File: config.mk
export PLATFORM = sky130hd
export DESIGN_NAME = fetch_unit_flat
export DESIGN_NICKNAME = d
export VERILOG_FILES = /design/src/rtl/fetch_unit_if.sv /design/src/rtl/fetch_unit.sv /design/src/flat_wrapper.sv
export SDC_FILE = /design/constraint.sdc
export NUM_CORES = 1
export LEC_CHECK = 0
export BUFFER_PORTS_ARGS = -buffer_cell sky130_fd_sc_hd__buf_4
export CORE_UTILIZATION = 55
export CTS_CLUSTER_DIAMETER = 150
export DETAILED_ROUTE_END_ITERATION = 8
export PLACE_DENSITY = 0.79
export SLEW_MARGIN = 30
export SYNTH_ARGS = -nofsm -noshare
export SYNTH_HDL_FRONTEND = slang
export SYNTH_SLANG_ARGS = --single-unit
export TNS_END_PERCENT = 30
File: constraint.sdc
create_clock -name clk -period 2.35 [get_ports clk]
set_input_delay 0.705 -clock clk [delete_from_list [all_inputs] [get_ports clk]]
set_output_delay 0.705 -clock clk [all_outputs]
set_load 0.02 [all_outputs]
File: src/rtl/fetch_unit_if.sv
// Instruction-memory request/acknowledge bundle between the fetch stage and imem.
interface fetch_unit_if;
  logic        imem_req;
  logic [31:0] imem_addr;
  logic        imem_ack;
  logic [31:0] imem_data;

  modport master (output imem_req, output imem_addr, input imem_ack, input imem_data);
  modport slave  (input imem_req, input imem_addr, output imem_ack, output imem_data);
endinterface

File: src/rtl/fetch_unit.sv
// Fetch stage: owns the PC, runs the imem handshake and feeds the F/D register with
// instructions or NOP bubbles. Define FETCH_STATS_EN to add the bubble_cnt_o counter.
module fetch_unit #(
  parameter logic [31:0] RESET_PC = 32'h00000000,
  parameter int unsigned PC_STEP  = 4,
  parameter logic [31:0] NOP_WORD = 32'hdc000000
) (
  input  logic         clk,
  input  logic         rstd,
  input  logic         stall_i,
  input  logic         redirect_i,
  input  logic [31:0]  redirect_pc_i,
  input  logic         resolve_i,
  fetch_unit_if.master imem,
  output logic [31:0]  pc_out_o,
  output logic [31:0]  ins_out_o
`ifdef FETCH_STATS_EN
  ,
  output logic [31:0]  bubble_cnt_o
`endif
);

  typedef enum logic [1:0] {RUN, HOLD, JWAIT, DROP} state_e;

  state_e      state_q, state_d;
  logic [31:0] pc_q, pc_d;
  logic [31:0] pc_out_q, pc_out_d;
  logic [31:0] ins_out_q, ins_out_d;
  logic [31:0] hold_ins_q, hold_ins_d;
  logic [31:0] hold_pc_q, hold_pc_d;
  logic [31:0] drop_addr_q, drop_addr_d;
  logic        req_raw;
  logic        load_nop;

  function automatic logic is_jump(input logic [31:0] ins);
    logic [5:0] op;
    op = ins[31:26];
    return (op == 6'd32) || (op == 6'd33) || (op == 6'd34) || (op == 6'd35) ||
           (op == 6'd40) || (op == 6'd41) || (op == 6'd42);
  endfunction

  always_ff @(posedge clk) begin
    if (rstd) begin
      state_q     <= RUN;
      pc_q        <= RESET_PC;
      pc_out_q    <= RESET_PC;
      ins_out_q   <= NOP_WORD;
      hold_ins_q  <= NOP_WORD;
      hold_pc_q   <= RESET_PC;
      drop_addr_q <= RESET_PC;
    end else begin
      state_q     <= state_d;
      pc_q        <= pc_d;
      pc_out_q    <= pc_out_d;
      ins_out_q   <= ins_out_d;
      hold_ins_q  <= hold_ins_d;
      hold_pc_q   <= hold_pc_d;
      drop_addr_q <= drop_addr_d;
    end
  end

  always_comb begin
    state_d     = state_q;
    pc_d        = pc_q;
    pc_out_d    = pc_out_q;
    ins_out_d   = ins_out_q;
    hold_ins_d  = hold_ins_q;
    hold_pc_d   = hold_pc_q;
    drop_addr_d = drop_addr_q;
    req_raw     = 1'b0;
    load_nop    = 1'b0;

    unique case (state_q)
      RUN: begin
        req_raw = 1'b1;
        if (imem.imem_ack) begin
          pc_d = pc_q + 32'(PC_STEP);
          if (!stall_i) begin
            ins_out_d = imem.imem_data;
            pc_out_d  = pc_q;
            if (is_jump(imem.imem_data)) state_d = JWAIT;
          end else begin
            hold_ins_d = imem.imem_data;
            hold_pc_d  = pc_q;
            state_d    = HOLD;
          end
        end else if (!stall_i) begin
          ins_out_d = NOP_WORD;
          load_nop  = 1'b1;
        end
      end
      HOLD: begin
        if (!stall_i) begin
          ins_out_d = hold_ins_q;
          pc_out_d  = hold_pc_q;
          state_d   = is_jump(hold_ins_q) ? JWAIT : RUN;
        end
      end
      JWAIT: begin
        if (!stall_i) begin
          ins_out_d = NOP_WORD;
          load_nop  = 1'b1;
        end
        if (resolve_i) state_d = RUN;
      end
      DROP: begin
        req_raw = 1'b1;
        if (!stall_i) begin
          ins_out_d = NOP_WORD;
          load_nop  = 1'b1;
        end
        if (imem.imem_ack) state_d = RUN;
      end
      default: state_d = RUN;
    endcase

    // Redirect overrides everything above: any buffered or same-cycle data is thrown away,
    // and an unacked request must still be drained at its original address.
    if (redirect_i) begin
      pc_d      = redirect_pc_i;
      pc_out_d  = pc_out_q;
      ins_out_d = NOP_WORD;
      load_nop  = 1'b1;
      if (req_raw && !imem.imem_ack) begin
        state_d     = DROP;
        drop_addr_d = (state_q == DROP) ? drop_addr_q : pc_q;
      end else begin
        state_d = RUN;
      end
    end
  end

  assign imem.imem_req  = req_raw & ~rstd;
  assign imem.imem_addr = (state_q == DROP) ? drop_addr_q : pc_q;
  assign pc_out_o       = pc_out_q;
  assign ins_out_o      = ins_out_q;

`ifdef FETCH_STATS_EN
  logic [31:0] bubble_cnt_q;

  always_ff @(posedge clk) begin
    if (rstd)                                   bubble_cnt_q <= '0;
    else if (load_nop && bubble_cnt_q != '1)    bubble_cnt_q <= bubble_cnt_q + 32'd1;
  end

  assign bubble_cnt_o = bubble_cnt_q;
`endif

endmodule

File: src/flat_wrapper.sv
// flat-port wrapper written by rule: the top's interface ports become plain ports
module fetch_unit_flat 
#(
  parameter logic [31:0] RESET_PC = 32'h00000000,
  parameter int unsigned PC_STEP  = 4,
  parameter logic [31:0] NOP_WORD = 32'hdc000000
)
  (clk, rstd, stall_i, redirect_i, redirect_pc_i, resolve_i, pc_out_o, ins_out_o, imem_imem_req, imem_imem_addr, imem_imem_ack, imem_imem_data);
  fetch_unit_if imem_i ();
  input  logic clk;
  input  logic rstd;
  input  logic stall_i;
  input  logic redirect_i;
  input  logic [31:0] redirect_pc_i;
  input  logic resolve_i;
  output logic [31:0] pc_out_o;
  output logic [31:0] ins_out_o;
  output wire logic [$bits(imem_i.imem_req)-1:0] imem_imem_req;
  output wire logic [$bits(imem_i.imem_addr)-1:0] imem_imem_addr;
  input wire logic [$bits(imem_i.imem_ack)-1:0] imem_imem_ack;
  input wire logic [$bits(imem_i.imem_data)-1:0] imem_imem_data;
  assign imem_imem_req = imem_i.imem_req;
  assign imem_imem_addr = imem_i.imem_addr;
  assign imem_i.imem_ack = imem_imem_ack;
  assign imem_i.imem_data = imem_imem_data;
  fetch_unit #(.RESET_PC(RESET_PC), .PC_STEP(PC_STEP), .NOP_WORD(NOP_WORD)) u_core (.clk(clk), .rstd(rstd), .stall_i(stall_i), .redirect_i(redirect_i), .redirect_pc_i(redirect_pc_i), .resolve_i(resolve_i), .imem(imem_i), .pc_out_o(pc_out_o), .ins_out_o(ins_out_o));
endmodule
==> out/qor.yml <==
status: "finished, violations left"
violations: "setup timing"
synth_common_cells: "194 x dfxtp_1, 176 x nand2_1, 141 x nor2_1, 87 x a21oi_1, 67 x mux2i_1"
dp_hpwl_mm: 14.2
synth_top_area_share_pct: 45.1
tightest_slew_ps: 505
final.setup_skew_ps: 6.24
syn-cell-area_um2: 8610
grt_pass1_wl_mm: 35.1
yosysUniqueCellTypes: 55
slew_violations: 0
min_to: "u_core.hold_pc_q[25]$_SDFFE_PP0P_"
rows: 45
yosysWarnings: 0
dominantRegCellSynth: "dfxtp_1"
dieWidth_um: 127
track_usage_pct: 27.1
dr.pass1.iters: 6
portBuffers: 166
holdWs_ps: 454
die-area_um2: 16200
ctsLongestPathBuffers: 2
num_vias: 7581
use_met1_pct: 35.5
reg2reg_to: "u_core.pc_q[17]$_SDFFE_PP0P_"
finalCritPeriodShare_pct: 102
utilization_pct: 70.5
synth-edff-count: 0
cp_max_fo: 19
slew_headroom_pct: 66.0
htreeDepth: 4
drt_wl_total_mm: 21.9
r2r_slack_ps: 260
grt_pass1_vias: 7016
timing.rr.start: "u_core.state_q[0]$_SDFFE_PP0P_"
worst_ep_required_time_ps: 1640
critPathKind: "reg -> out"
grtUsageMet2_pct: 44.7
cts_tree: "built"
use_met3_pct: 6.32
hp-class: "reg -> reg"
clock_latency_ps: 430
drv_cap: 0
final_net_count: 1210
antenna_cells: 0
critPathMaxStageDelay_ps: 380
avgViaCountPerCell: 5.58
synth_most_common_cell: "dfxtp_1"
hp-start: "u_core.hold_pc_q[25]$_SDFFE_PP0P_"
syn_area_per_cell_um2: 8.54
synth_seq_area_share_pct: 45.1
place_congestion: 0.787
vdd_ir_drop_max_v: 0.000570
cp-start-kind: "flip-flop"
root_buffer: "clkbuf_16"
numCtsBuffers: 17
ys_ff_latch: 194
remaining_drc_errors: 0
synth_largest_area_cell: "dfxtp_1"
ant_nets: 0
initial_utilization_pct: 56.4
critPathTopFamily: "flip-flops"
p_leak_nw: 4.12
layout_setup_ws_ps: -45.8
cp_num_buf_inv: 2
period_needed_ps: 2400
crit_chain: "ha_4 -> buf_12 -> mux2_2 -> buf_4"
rsz0062_at_grt: "true"
fmax_ghz: 0.417
reg2reg_depth: 7
antenna_found_initial: 0
grt.busiest_layer: "met2"
cp-end-kind: "output pin"
async_reset_ff_share_pct: 0
clock-sinks: 194
wl_per_cell_um: 16.1
clk_pin_slew_ps: 60
core_area_um2: 15300
drtIter0Drc: 522
grt-ovfl-total: 0
grt_max_degree: 112
ioPinCount: 167
area_delta_synth_final_pct: 25.0
hold_depth: 2
drive_gt1_share_pct: 24.2
power_density_nw_per_um2: 734
synthesis.nets: 1083
yosys-top-cells-area: "dfxtp_1 45%, mux2i_1 7.8%, nand2_1 7.7%"
setup_viol: 15
die_h_um: 127
crit_slowest_cell: "dfxtp_4"
postCtsSetupBuffers: 0
finalHoldViolCount: 0
critPathArrivalTime_ps: 1690
synthCells: 1008
final cells by class:
cell class / count / area [um^2]
Inverter: 6 / 22.5
Fill cell: 1219 / 4500
Clock buffer: 25 / 505
Multi-Input combinational cell: 721 / 4390
Tap cell: 211 / 264
Timing Repair Buffer: 195 / 1620
Clock inverter: 7 / 73.8
Sequential cell: 194 / 3890
how the worst max path moves through the flow:
stage                                               from                      endpoint  slack (ps)  depth (start not counted)
after CTS                 u_core.state_q[0]$_SDFFE_PP0P_             imem_imem_addr[5]         -60                          4
after global placement                     imem_imem_ack  u_core.pc_q[29]$_SDFFE_PP0P_         220                          6
after detailed placement                   imem_imem_ack  u_core.pc_q[29]$_SDFFE_PP0P_         200                          6
after global routing      u_core.state_q[0]$_SDFFE_PP0P_            imem_imem_addr[15]         -90                          4
after floorplan           u_core.state_q[0]$_SDFFE_PP0P_            imem_imem_addr[10]         110                          4
final                     u_core.state_q[0]$_SDFFE_PP0P_            imem_imem_addr[12]         -50                          4
sequential cells by signal (all words and copies together) (netlist names):
signal and cells:
u_core.ins_out_o 32, u_core.pc_q 32, u_core.state_q 2, u_core.drop_addr_q 32
u_core.pc_out_o 32, u_core.hold_ins_q 32, u_core.hold_pc_q 32
kinds of logic (layout without fill, tap and decap cells):
family | Yosys count | count (layout) | synth area share (%)
adder cells (fa/ha/maj) | 5 | 5 | 0.727
AND/OR/NAND/NOR | 388 | 388 | 20.1
XOR/XNOR | 26 | 26 | 2.65
multiplexers | 97 | 97 | 11.7
flip-flops | 194 | 194 | 45.1
buffers and inverters | 93 | 233 | 4.88
AO/OA/AOI/OAI | 205 | 205 | 14.8
tightest hold or removal path, cell delays in order (launching register included):
cell	delay, ps
dfxtp_1	310
nand2_1	50
a21oi_1	50
cells in the final DEF (no fill, tap or decap), types with 4 or more instances in the layout:
master / n
nor2_1: 141
clkbuf_16: 17
mux2i_1: 67
nor4_1: 5
o21ai_0: 22
xnor2_1: 18
nor3_1: 7
mux2_4: 15
a21oi_1: 87
nand3_1: 6
and4_1: 4
nor2b_1: 6
dfxtp_1: 192
nand4_1: 10
a22oi_1: 27
a221oi_1: 5
a211oi_1: 51
nand2_1: 175
buf_12: 8
clkbuf_8: 5
buf_4: 173
buf_6: 14
mux2_2: 15
inv_1: 6
xor2_1: 8
nand3b_1: 6
clkinvlp_4: 4
repair_timing:
action,CTS,global route
hold buffers,0,0
gates cloned,0,0
endpoints found under the setup margin,31,30
gates resized for setup,23,14
where the power goes:
group	switching (W)	total (W)	internal, W
Clock	0.00123	0.00283	0.00160
Sequential	0.000147	0.00361	0.00346
Combinational	0.000830	0.00146	0.000628
Total	0.00221	0.00790	0.00570
per-stage QoR:
stage	instance area (um^2)	total power, W	instances	setup WS [ps]	setup TNS (ps)
global route	10800	0.00822	1359	-91.4	-1530
finish	10800	0.00790	1359	-45.8	-589
global placement	10000	0.00507	1327	215	0
CTS	10700	0.00793	1359	-60.0	-904
detailed placement	10000	0.00510	1327	195	0
floorplan	8610	0.00457	1008	107	0
layer usage:
layer | routed length, um | up-vias | share of wire [%]
li1 | - | 3718 | -
met1 | 9840 | 3601 | 45
met2 | 10400 | 237 | 48
met3 | 1330 | 25 | 6.1
met4 | 333 | 0 | 1.5
met5 | 0 | - | 0
No activity file was read; power rests on OpenSTA's default activity.
